[config.mk]
export PLATFORM = sky130hd
export DESIGN_NAME = traffic_countdown_display
export DESIGN_NICKNAME = d
export VERILOG_FILES = /design/src/rtl/traffic_pkg.sv /design/src/rtl/bcd_down_counter.sv /design/src/rtl/traffic_countdown_display.sv
export SDC_FILE = /design/constraint.sdc
export NUM_CORES = 1
export LEC_CHECK = 0
export BUFFER_PORTS_ARGS = -buffer_cell sky130_fd_sc_hd__clkbuf_2
export CORE_MARGIN = 2
export CORE_UTILIZATION = 35
export DETAILED_ROUTE_END_ITERATION = 7
export SETUP_SLACK_MARGIN = 0.2
export SYNTH_ARGS = -nofsm -noshare
export SYNTH_HDL_FRONTEND = slang
export SYNTH_SLANG_ARGS = --single-unit
[constraint.sdc]
create_clock -name clk -period 3.89 [get_ports clk]
set_input_delay 0 -clock clk [delete_from_list [all_inputs] [get_ports clk]]
set_output_delay 0 -clock clk [all_outputs]
set_load 0.01 [all_outputs]
[src/rtl/traffic_pkg.sv]
// Shared lamp codes, default durations and BCD / seven-segment helpers
// for the traffic countdown display.
package traffic_pkg;

  // Lamp codes as driven by the controller, bit order [R G Y]
  localparam logic [2:0] LAMP_R = 3'b100;
  localparam logic [2:0] LAMP_G = 3'b010;
  localparam logic [2:0] LAMP_Y = 3'b001;

  // Default phase durations in seconds. Red covers the other direction's
  // green plus yellow.
  localparam int unsigned T_RED_DEF   = 30;
  localparam int unsigned T_GREEN_DEF = 25;
  localparam int unsigned T_YEL_DEF   = 5;

  // Result of decoding one lamp code
  typedef struct packed {
    logic       valid;
    logic [7:0] dur_bcd;
  } lamp_info_t;

  // Converts a 0..99 binary constant into packed {tens,units} BCD.
  // Only used on parameters, so it folds away at elaboration.
  function automatic logic [7:0] bin2bcd8(input int unsigned value);
    int unsigned tens;
    int unsigned units;
    tens  = value / 10;
    units = value % 10;
    return {tens[3:0], units[3:0]};
  endfunction

  // BCD digit to segments {g,f,e,d,c,b,a}, active-high; non-decimal codes stay dark
  function automatic logic [6:0] seg7_decode(input logic [3:0] digit);
    logic [6:0] segs;
    case (digit)
      4'd0:    segs = 7'h3F;
      4'd1:    segs = 7'h06;
      4'd2:    segs = 7'h5B;
      4'd3:    segs = 7'h4F;
      4'd4:    segs = 7'h66;
      4'd5:    segs = 7'h6D;
      4'd6:    segs = 7'h7D;
      4'd7:    segs = 7'h07;
      4'd8:    segs = 7'h7F;
      4'd9:    segs = 7'h6F;
      default: segs = 7'h00;
    endcase
    return segs;
  endfunction

endpackage

[src/rtl/bcd_down_counter.sv]
// Two-digit BCD down-counter. A load always beats a decrement, and the
// count sticks at 00 instead of wrapping to 99.
module bcd_down_counter
  import traffic_pkg::*;
(
  input  logic       clk,
  input  logic       rst,
  input  logic       load,
  input  logic [7:0] load_val,
  input  logic       dec,
  output logic [7:0] bcd
);

  logic [7:0] bcd_d;
  logic [7:0] bcd_q;

  // Next count: load first, otherwise a borrow-aware decrement that stops at 00
  always_comb begin
    bcd_d = bcd_q;
    if (load) begin
      bcd_d = load_val;
    end else if (dec && (bcd_q != 8'h00)) begin
      if (bcd_q[3:0] == 4'd0) begin
        bcd_d = {bcd_q[7:4] - 4'd1, 4'd9};
      end else begin
        bcd_d = {bcd_q[7:4], bcd_q[3:0] - 4'd1};
      end
    end
  end

  // Count register, cleared by the active-low asynchronous reset
  always_ff @(posedge clk or negedge rst) begin
    if (!rst) begin
      bcd_q <= 8'h00;
    end else begin
      bcd_q <= bcd_d;
    end
  end

  assign bcd = bcd_q;

endmodule

[src/rtl/traffic_countdown_display.sv]
// Countdown display for both directions of a traffic light. It watches the
// lamp codes, reloads a per-lamp duration on every change, counts down on
// the second strobe and scans the four digits onto a shared 7-segment bus.
module traffic_countdown_display
  import traffic_pkg::*;
#(
  parameter int unsigned T_RED    = T_RED_DEF,
  parameter int unsigned T_GREEN  = T_GREEN_DEF,
  parameter int unsigned T_YEL    = T_YEL_DEF,
  parameter int unsigned SCAN_DIV = 1000
) (
  input  logic       clk,
  input  logic       rst,
  input  logic       sec_tick,
  input  logic [2:0] A,
  input  logic [2:0] B,
  output logic [7:0] a_bcd,
  output logic [7:0] b_bcd,
  output logic       a_blank,
  output logic       b_blank,
  output logic [6:0] seg,
  output logic [3:0] an
);

  // Durations must fit in two BCD digits and the scan slot must last at least two clocks
  if ((T_RED < 1) || (T_RED > 99) || (T_GREEN < 1) || (T_GREEN > 99) ||
      (T_YEL < 1) || (T_YEL > 99) || (SCAN_DIV < 2)) begin : g_param_check
    $error("traffic_countdown_display: illegal duration or scan parameter");
  end

  localparam logic [7:0] RED_BCD   = bin2bcd8(T_RED);
  localparam logic [7:0] GREEN_BCD = bin2bcd8(T_GREEN);
  localparam logic [7:0] YEL_BCD   = bin2bcd8(T_YEL);

  localparam int unsigned SCAN_W = (SCAN_DIV > 2) ? $clog2(SCAN_DIV) : 1;
  localparam logic [SCAN_W-1:0] SCAN_LAST = SCAN_W'(SCAN_DIV - 1);

  // Maps a lamp code to its duration; anything that is not exactly one lamp is invalid
  function automatic lamp_info_t decode_lamp(input logic [2:0] code);
    lamp_info_t info;
    info.valid   = 1'b1;
    info.dur_bcd = 8'h00;
    case (code)
      LAMP_R:  info.dur_bcd = RED_BCD;
      LAMP_G:  info.dur_bcd = GREEN_BCD;
      LAMP_Y:  info.dur_bcd = YEL_BCD;
      default: info.valid   = 1'b0;
    endcase
    return info;
  endfunction

  logic [2:0]        prev_a_q, prev_b_q;
  logic              a_blank_d, a_blank_q;
  logic              b_blank_d, b_blank_q;
  logic [SCAN_W-1:0] scan_cnt_d, scan_cnt_q;
  logic [3:0]        an_d, an_q;
  logic [6:0]        seg_d, seg_q;

  lamp_info_t a_info, b_info;
  logic       a_change, b_change;
  logic [7:0] a_count, b_count;

  // Decode both lamp codes and flag a change against last cycle's code
  always_comb begin
    a_info   = decode_lamp(A);
    b_info   = decode_lamp(B);
    a_change = (A != prev_a_q);
    b_change = (B != prev_b_q);
  end

  // A change loads a fresh count (00 for an invalid code); the counter gives the load priority over the tick
  bcd_down_counter u_cnt_a (
    .clk      (clk),
    .rst      (rst),
    .load     (a_change),
    .load_val (a_info.dur_bcd),
    .dec      (sec_tick),
    .bcd      (a_count)
  );

  bcd_down_counter u_cnt_b (
    .clk      (clk),
    .rst      (rst),
    .load     (b_change),
    .load_val (b_info.dur_bcd),
    .dec      (sec_tick),
    .bcd      (b_count)
  );

  // Blank follows the validity of the code at its most recent change
  always_comb begin
    a_blank_d = a_blank_q;
    b_blank_d = b_blank_q;
    if (a_change) begin
      a_blank_d = !a_info.valid;
    end
    if (b_change) begin
      b_blank_d = !b_info.valid;
    end
  end

  // Scan divider: hold each digit for SCAN_DIV clocks, then rotate the enable to the next digit
  always_comb begin
    scan_cnt_d = scan_cnt_q + SCAN_W'(1);
    an_d       = an_q;
    if (scan_cnt_q == SCAN_LAST) begin
      scan_cnt_d = '0;
      an_d       = {an_q[0], an_q[3:1]};
    end
  end

  // Segments for the digit enabled next cycle, so seg and an change together
  always_comb begin
    seg_d = 7'h00;
    case (an_d)
      4'b1000: begin
        if (!a_blank_q && (a_count[7:4] != 4'd0)) begin
          seg_d = seg7_decode(a_count[7:4]);
        end
      end
      4'b0100: begin
        if (!a_blank_q) begin
          seg_d = seg7_decode(a_count[3:0]);
        end
      end
      4'b0010: begin
        if (!b_blank_q && (b_count[7:4] != 4'd0)) begin
          seg_d = seg7_decode(b_count[7:4]);
        end
      end
      4'b0001: begin
        if (!b_blank_q) begin
          seg_d = seg7_decode(b_count[3:0]);
        end
      end
      default: seg_d = 7'h00;
    endcase
  end

  // Registers for change detection, blank flags and the scan outputs.
  // prev resets to 000, so any valid code present at release reloads one cycle later.
  always_ff @(posedge clk or negedge rst) begin
    if (!rst) begin
      prev_a_q   <= 3'b000;
      prev_b_q   <= 3'b000;
      a_blank_q  <= 1'b1;
      b_blank_q  <= 1'b1;
      scan_cnt_q <= '0;
      an_q       <= 4'b1000;
      seg_q      <= 7'h00;
    end else begin
      prev_a_q   <= A;
      prev_b_q   <= B;
      a_blank_q  <= a_blank_d;
      b_blank_q  <= b_blank_d;
      scan_cnt_q <= scan_cnt_d;
      an_q       <= an_d;
      seg_q      <= seg_d;
    end
  end

  assign a_bcd   = a_count;
  assign b_bcd   = b_count;
  assign a_blank = a_blank_q;
  assign b_blank = b_blank_q;
  assign an      = an_q;
  assign seg     = seg_q;

endmodule

# Word level (Yosys, flattened, before mapping)
# Memory sizes are Yosys's and may differ from the RTL's.
# Cells that the tools add are included.
[classes]
n_addsub = 5
n_eq_ne = 13
mux = 17
n_reduce_logical = 22
[ops]
columns = ["cell", "count"]
rows = [
  ["2-to-1 mux 8 bit", 6],
  ["case mux 6 bit (3 select lines)", 2],
  ["2-to-1 mux 7 bit", 4],
  ["case mux 7 bit (4 select lines)", 1],
  ["nonzero test 8 bit", 2],
  ["subtractor 4 x 1 -> 4 bit, second input constant", 4],
  ["adder 10 x 1 -> 10 bit, second input constant", 1],
  ["== test 10 bit, second input constant", 1],
  ["2-to-1 mux 10 bit", 1],
  ["logical NOT 4 bit", 2],
  ["nonzero test 2 bit", 4],
  ["nonzero test 4 bit", 2],
  ["== test 3 x 1 -> 1 bit, second input constant", 2],
  ["== test 3 x 2 -> 1 bit, second input constant", 2],
  ["== test 3 bit, second input constant", 2],
  ["inequality test 3 bit", 2],
  ["OR reduction 3 bit", 2],
  ["== test 4 x 1 -> 1 bit, second input constant", 1],
  ["== test 4 x 2 -> 1 bit, second input constant", 1],
  ["== test 4 x 3 -> 1 bit, second input constant", 1],
  ["== test 4 bit, second input constant", 1],
  ["logical AND 1 bit", 4],
  ["logical NOT 1 bit", 4],
  ["2-to-1 mux 4 bit", 1],
  ["2 further kinds", 4],
]
[word_totals]
reg_bits = 45
rom_bits = 448
input_bits = 9
out_inout_bits = 29
wordCells = 72
n_memories = 4
[memory_table]
columns = ["name", "depth", "word_bits", "rd", "rd_clocked_by_memory_dff", "write_ports", "line", "rtl"]
rows = [
  ["(no name shown)", 16, 7, 1, 0, 0, "traffic_pkg.sv:35", "case (digit)"],
  ["(no name shown)", 16, 7, 1, 0, 0, "traffic_pkg.sv:35", ""],
  ["(no name shown)", 16, 7, 1, 0, 0, "traffic_pkg.sv:35", ""],
  ["(no name shown)", 16, 7, 1, 0, 0, "traffic_pkg.sv:35", ""],
]

# Logic depth before layout (Yosys ltp)
[logic_depth]
depth_word = 4
depth_mapped = 7
mapped_depth_nobuf = 7

# Hierarchy
# Synthesis repeated with hierarchy kept, for this count alone.
[hier_totals]
cells_unflattened = 352
area_unflattened_um2 = 3115.5
[by_module_without_submodules]
columns = ["module", "instances", "cells_each", "area_each_um2", "seq_area_each_um2"]
rows = [
  ["traffic_countdown_display", 1, 242, 2102.0, 729.4],
  ["bcd_down_counter", 2, 55, 506.7, 200.2],
]

# Worst setup path before layout
# OpenSTA, ideal clock, no wires.
[synth_path]
path_kind = "register to register"
startpoint = "reg u_cnt_a.bcd_q[5], in the netlist u_cnt_a.bcd[5]"
endpoint = "reg u_cnt_a.bcd_q[5], in the netlist u_cnt_a.bcd[5]"
setup_time_ns = 0.125
arrival_time_ns = 1.820
required_ns = 3.765
setup_slack_ns = 1.945
stages_incl_launch_ff = 7
path_buffers = 0
synth_period_minus_slack_ns = 1.945
path_cell_list = "dfrtp_1 inv_1 ha_1 or3b_2 nand3_1 o21ai_0 mux2_2"
[synth_between]
elab_chain_cells = 4
word_cells_on_any_way = 8
classes_between = "1 x add/sub; 3 x mux; 4 x reduce/logical"
[synth_rtl]
columns = ["item", "line", "rtl"]
rows = [
  ["from (decl)", "bcd_down_counter.sv:15", "logic [7:0] bcd_q;"],
  ["from (signal assigned)", "bcd_down_counter.sv:34", "bcd_q <= 8'h00;"],
  ["from (signal assigned)", "bcd_down_counter.sv:36", "bcd_q <= bcd_d;"],
  ["subtractor 4 x 1 -> 4 bit or nonzero test 8 bit (tied branches)", "bcd_down_counter.sv:24, bcd_down_counter.sv:22", ""],
  ["2-to-1 mux 8 bit or logical AND 1 bit (tied branches)", "bcd_down_counter.sv:23, bcd_down_counter.sv:22", ""],
  ["2-to-1 mux 8 bit or nonzero test 2 bit (tied branches)", "-", ""],
  ["2-to-1 mux 8 bit or AND reduction 2 bit (tied branches)", "-", ""],
]
# Several ways; a longest one is shown, not always the timed one. The select of a mux whose other input is x is not followed.
# A chain may end at the register's enable or synchronous reset.

# Final worst setup path
[layout_path]
startpoint = "reg scan_cnt_q[0]"
endpoint = "reg seg_q[2], in the netlist seg[2]"
[layout_between]
elab_chain_cells = 4
word_cells_on_any_way = 7
classes_between = "5 x eq/ne; 2 x mux"
[layout_rtl]
columns = ["item", "line", "rtl"]
rows = [
  ["from (decl)", "traffic_countdown_display.sv:55", "logic [SCAN_W-1:0] scan_cnt_d, scan_cnt_q;"],
  ["from (signal assigned)", "traffic_countdown_display.sv:156", "scan_cnt_q <= scan_cnt_d;"],
  ["== test 10 bit *", "traffic_countdown_display.sv:106", "if (scan_cnt_q == SCAN_LAST) begin"],
  ["2-to-1 mux 4 bit *", "traffic_countdown_display.sv:106", ""],
  ["== test 4 x 1 -> 1 bit, or another cell as far along", "traffic_countdown_display.sv:115", "case (an_d)"],
  ["case mux 7 bit (4 select lines) *", "traffic_countdown_display.sv:115", ""],
  ["via seg_d[2]", "traffic_countdown_display.sv:57", "logic [6:0] seg_d, seg_q;"],
  ["to (signal assigned)", "traffic_countdown_display.sv:158", "seg_q <= seg_d;"],
  ["to (decl)", "traffic_countdown_display.sv:57", ""],
]
# Mark *: on every way through the listed nets, which the timed path passes. The rest lies on a longest branch.

==> report_table.html <==
<table>
<tr><th>Metric</th><th>Value</th></tr>
<tr><th colspan="2">Clocking</th></tr>
<tr><td>Clock tree from TritonCTS</td><td>yes</td></tr>
<tr><td>CTS H-tree depth</td><td>2</td></tr>
<tr><td>Clock Root Buffer</td><td>sky130_fd_sc_hd__clkbuf_8</td></tr>
<tr><td>Insertion delay to the later sink of the worst-skew pair</td><td>just over 0.3 ns</td></tr>
<tr><td>Number of buffers on the longest clock path</td><td>2</td></tr>
<tr><td>TritonCTS buffer count</td><td>5</td></tr>
<tr><td>Clock-pin slew on the worst setup and hold paths</td><td>~0.09 ns</td></tr>
<tr><td>Number of clock sinks seen by CTS</td><td>45</td></tr>
<tr><td>Number of gates resized after cts</td><td>0</td></tr>
<tr><td>Post-CTS Setup Inserts</td><td>0</td></tr>
<tr><th colspan="2">Synth</th></tr>
<tr><td>Mapped Avg Cell Area</td><td>between 8 and 9 µm²</td></tr>
<tr><td>Synthesized instance count</td><td>about 330</td></tr>
<tr><td>Count of distinct cell types in the synthesized netlist</td><td>48</td></tr>
<tr><td>Number of nets produced by synthesis</td><td>357</td></tr>
<tr><td>Proportion of register bits with asynchronous set or reset after synthesis</td><td>100%</td></tr>
<tr><td>Leading post-synthesis cells by instance count</td><td>sky130_fd_sc_hd__dfrtp_1, sky130_fd_sc_hd__nor2_1, sky130_fd_sc_hd__nand2_1</td></tr>
<tr><td>Top cell type's share of synthesized area</td><td>between 30% and 40%</td></tr>
<tr><td>Most used standard cell by instance count after synthesis</td><td>sky130_fd_sc_hd__dfrtp_1</td></tr>
<tr><td>Yosys top cell by area</td><td>sky130_fd_sc_hd__dfrtp_1</td></tr>
<tr><td>Part of the Yosys area used for sequential elements</td><td>between 30% and 40%</td></tr>
<tr><td>Dominant cells by area after synthesis</td><td>sky130_fd_sc_hd__dfrtp_1, sky130_fd_sc_hd__ha_1, sky130_fd_sc_hd__xnor2_1</td></tr>
<tr><td>Count of state elements after synthesis</td><td>45</td></tr>
<tr><td>Synthesis Warnings</td><td>0</td></tr>
<tr><td>Number of synthesized flops with an enable pin</td><td>0</td></tr>
<tr><td>Cell area after synthesis</td><td>just under 3000 µm²</td></tr>
<tr><td>Post-synth top flop</td><td>sky130_fd_sc_hd__dfrtp_1</td></tr>
<tr><th colspan="2">Pwr</th></tr>
<tr><td>Power density over the cells</td><td>roughly 330 nW/µm²</td></tr>
<tr><td>Static leakage power</td><td>roughly 1.6 nW</td></tr>
<tr><td>Worst supply voltage drop on vdd</td><td>between 0.00015 and 0.0002 V</td></tr>
<tr><td>Power, Total</td><td>roughly 1.1 mW</td></tr>
<tr><th colspan="2">STA</th></tr>
<tr><td>Highest attainable clock frequency</td><td>between 400 and 500 MHz</td></tr>
<tr><td>Number of hold-slack violations in the final timing report</td><td>0</td></tr>
<tr><td>Clk_skew</td><td>roughly 0.012 ns</td></tr>
<tr><td>Setup TNS</td><td>0 ns</td></tr>
<tr><td>Final period utilization</td><td>60.0%</td></tr>
<tr><td>Max Transition Viols Final</td><td>0</td></tr>
<tr><td>Headroom to the max-slew limit</td><td>57.4%</td></tr>
<tr><td>Final-report setup violation count</td><td>0</td></tr>
<tr><td>RSZ-0062 raised after global routing</td><td>no</td></tr>
<tr><td>Worst Tran Pin Value</td><td>~0.64 ns</td></tr>
<tr><td>Hold Slack</td><td>around 0.16 ns</td></tr>
<tr><td>Final Worst Setup Slack</td><td>1.56 ns</td></tr>
<tr><td>Final critical-path required period</td><td>between 2 and 2.5 ns</td></tr>
<tr><th colspan="2">Critical path</th></tr>
<tr><td>Required time at the worst-slack endpoint</td><td>just over 4 ns</td></tr>
<tr><td>Cell breakdown of the critical path</td><td>ha_1, nand4bb_1, nor3_4, mux2i_1, o311ai_0, nand3_1</td></tr>
<tr><td>Top fanout value on the critical path</td><td>14</td></tr>
<tr><td>Longest individual stage delay on the worst path</td><td>0.54 ns</td></tr>
<tr><td>Worst setup slack for register-to-register paths</td><td>around 1.6 ns</td></tr>
<tr><td>Startpoint class of the critical path</td><td>flip-flop</td></tr>
<tr><td>Library cell contributing the largest single delay on the critical path</td><td>sky130_fd_sc_hd__nor3_4</td></tr>
<tr><td>CP Class</td><td>flip-flop to flip-flop</td></tr>
<tr><td>Capturing element type of the critical path</td><td>flip-flop</td></tr>
<tr><td>WP data arrival</td><td>between 2 and 3 ns</td></tr>
<tr><th colspan="2">Placed design</th></tr>
<tr><td>Post-detailed-placement half-perimeter wirelength</td><td>4.82 mm</td></tr>
<tr><td>Placed cell areas</td><td>3220 µm²</td></tr>
<tr><td>Count of placed standard cells including taps</td><td>between 400 and 500</td></tr>
<tr><td>Setup WS pre-CTS</td><td>1.55 ns</td></tr>
<tr><td>Count of buffers inserted at the top-level ports</td><td>37</td></tr>
<tr><td>Placer congestion estimate</td><td>0.870</td></tr>
<tr><th colspan="2">Cells and area</th></tr>
<tr><td>Final std cells w/o fill</td><td>473</td></tr>
<tr><td>Number of nets in the layout</td><td>slightly below 400</td></tr>
<tr><td>Antenna diode count</td><td>0</td></tr>
<tr><td>Summed area of non-filler cells in the final layout</td><td>around 3400 µm²</td></tr>
<tr><td>Share of the core filled with cells in the final layout</td><td>around two fifths</td></tr>
<tr><td>Synth-to-layout area growth</td><td>15.4%</td></tr>
<tr><td>Layout cells sized above 1</td><td>around 18%</td></tr>
<tr><th colspan="2">Die</th></tr>
<tr><td>CORE AREA</td><td>8180 µm²</td></tr>
<tr><td>Site Rows</td><td>33</td></tr>
<tr><td>Width of the die</td><td>95.7 µm</td></tr>
<tr><td>I/O pins</td><td>38</td></tr>
<tr><td>Die Span Y</td><td>around 96 µm</td></tr>
<tr><td>Die area</td><td>a little over 9000 µm²</td></tr>
<tr><td>Starting utilization of the core area</td><td>36.0%</td></tr>
<tr><th colspan="2">GRT</th></tr>
<tr><td>Pin count of the biggest net entering global routing</td><td>46</td></tr>
<tr><td>Global routing usage summed across all routing layers</td><td>between 15 and 20%</td></tr>
<tr><td>Wire length of the first global-routing pass</td><td>around 11 mm</td></tr>
<tr><td>Congestion Overflow GR</td><td>0</td></tr>
<tr><td>Number of global-route vias before repair</td><td>~2300</td></tr>
<tr><td>Number of antenna violations at the first check in global routing</td><td>0</td></tr>
<tr><th colspan="2">Run</th></tr>
<tr><td>Max-cap viol count</td><td>0</td></tr>
<tr><th colspan="2">Detailed routing</th></tr>
<tr><td>Detailed-route via count</td><td>2417</td></tr>
<tr><td>Number of nets still failing antenna checks after routing</td><td>0</td></tr>
<tr><td>Total DRC errors in the routed layout</td><td>0</td></tr>
<tr><td>Vias per Instance</td><td>5.11</td></tr>
<tr><td>Routed wire length</td><td>6.58 mm</td></tr>
<tr><td>Routed wire per std cell</td><td>13.9 µm</td></tr>
<tr><td>Number of iterations in the first detailed-routing pass</td><td>5</td></tr>
<tr><td>Starting DRC count in detailed routing</td><td>82</td></tr>
<tr><th colspan="2">Min path</th></tr>
<tr><td>Type of the most critical hold path</td><td>input port to flip-flop</td></tr>
<tr><th colspan="2">Outcome</th></tr>
<tr><td>Outcome</td><td>finished clean</td></tr>
</table>
[area by class of cell]
type	instances	area, µm²
fillers	820	4780
multi-input cells	250	1690
flip-flops and latches	45	1130
repair buffers	45	263
well taps	105	131
inverters	20	75.1
clock buffers	6	72.6
clock inverters	2	38.8
[cell usage in the layout, fill, tap and decap left out, types with 12 or more instances in the layout]
cell / n
sky130_fd_sc_hd__a21oi_1: 12
sky130_fd_sc_hd__inv_1: 20
sky130_fd_sc_hd__ha_1: 21
sky130_fd_sc_hd__dfrtp_1: 42
sky130_fd_sc_hd__nand3_1: 13
sky130_fd_sc_hd__xnor2_1: 19
sky130_fd_sc_hd__clkbuf_2: 37
sky130_fd_sc_hd__nand2_1: 26
sky130_fd_sc_hd__o21ai_0: 23
sky130_fd_sc_hd__nor2_1: 37
[state kept, by name (all words and copies together) (netlist names)]
register     count
b_blank          1
seg              7
a_blank          1
u_cnt_a.bcd      8
prev_b_q         3
u_cnt_b.bcd      8
scan_cnt_q      10
prev_a_q         3
an               4
[worst max-delay path, delay by kind of cell (launching register included)]
kind                     cells  cell delay [ns]
multiplexers                 1             0.53
adder cells (fa/ha/maj)      1             0.25
flip-flops                   1             0.39
AND/OR/NAND/NOR              3             0.87
AO/OA/AOI/OAI                1             0.22
[cells by family (layout without fill, tap and decap cells)]
logic type / Yosys count / after routing / synth area share (%)
muxes: 12 / 12 / 4.46
DFF: 45 / 45 / 38.4
AOI/OAI and AO/OA: 77 / 77 / 16.7
buffers and inverters: 32 / 73 / 4.29
and+or+nand+nor: 118 / 118 / 20.7
adders and majority gates: 21 / 21 / 8.93
xor gates and xnor gates: 22 / 22 / 6.55
[worst paths after layout]
check,start,to,depth (start not counted)
setup / recovery,scan_cnt_q[0],seg[2],6
hold / removal,sec_tick,u_cnt_b.bcd[0],4
setup reg to reg,scan_cnt_q[0],seg[2],6
hold reg to reg,scan_cnt_q[0],scan_cnt_q[0],1
max in group asynchronous,rst,prev_a_q[0],3
min in group asynchronous,rst,prev_b_q[2],3
[what timing repair did]
item                                   in CTS  in global routing
endpoints found under the hold margin      48                  0
setup endpoints to repair                   0                  0
hold buffers                                7                  0
[where the power goes]
group / switching, mW / internal, mW / leakage [nW]
sequential: 0.0378 / 0.488 / 0.580
clock: 0.166 / 0.193 / 0.0554
combinational: 0.140 / 0.109 / 0.924
total: 0.344 / 0.790 / 1.56
[routing by layer]
layer	global-route usage (%)	vias to the layer above	part of all wire (%)
met1	21.1	1140	49
met4	5.71	0	2.2
met2	24.0	39	46
met5	0	-	0
met3	2.74	11	2.8
li1	-	1227	-
(Power assumes the default switching activity.)
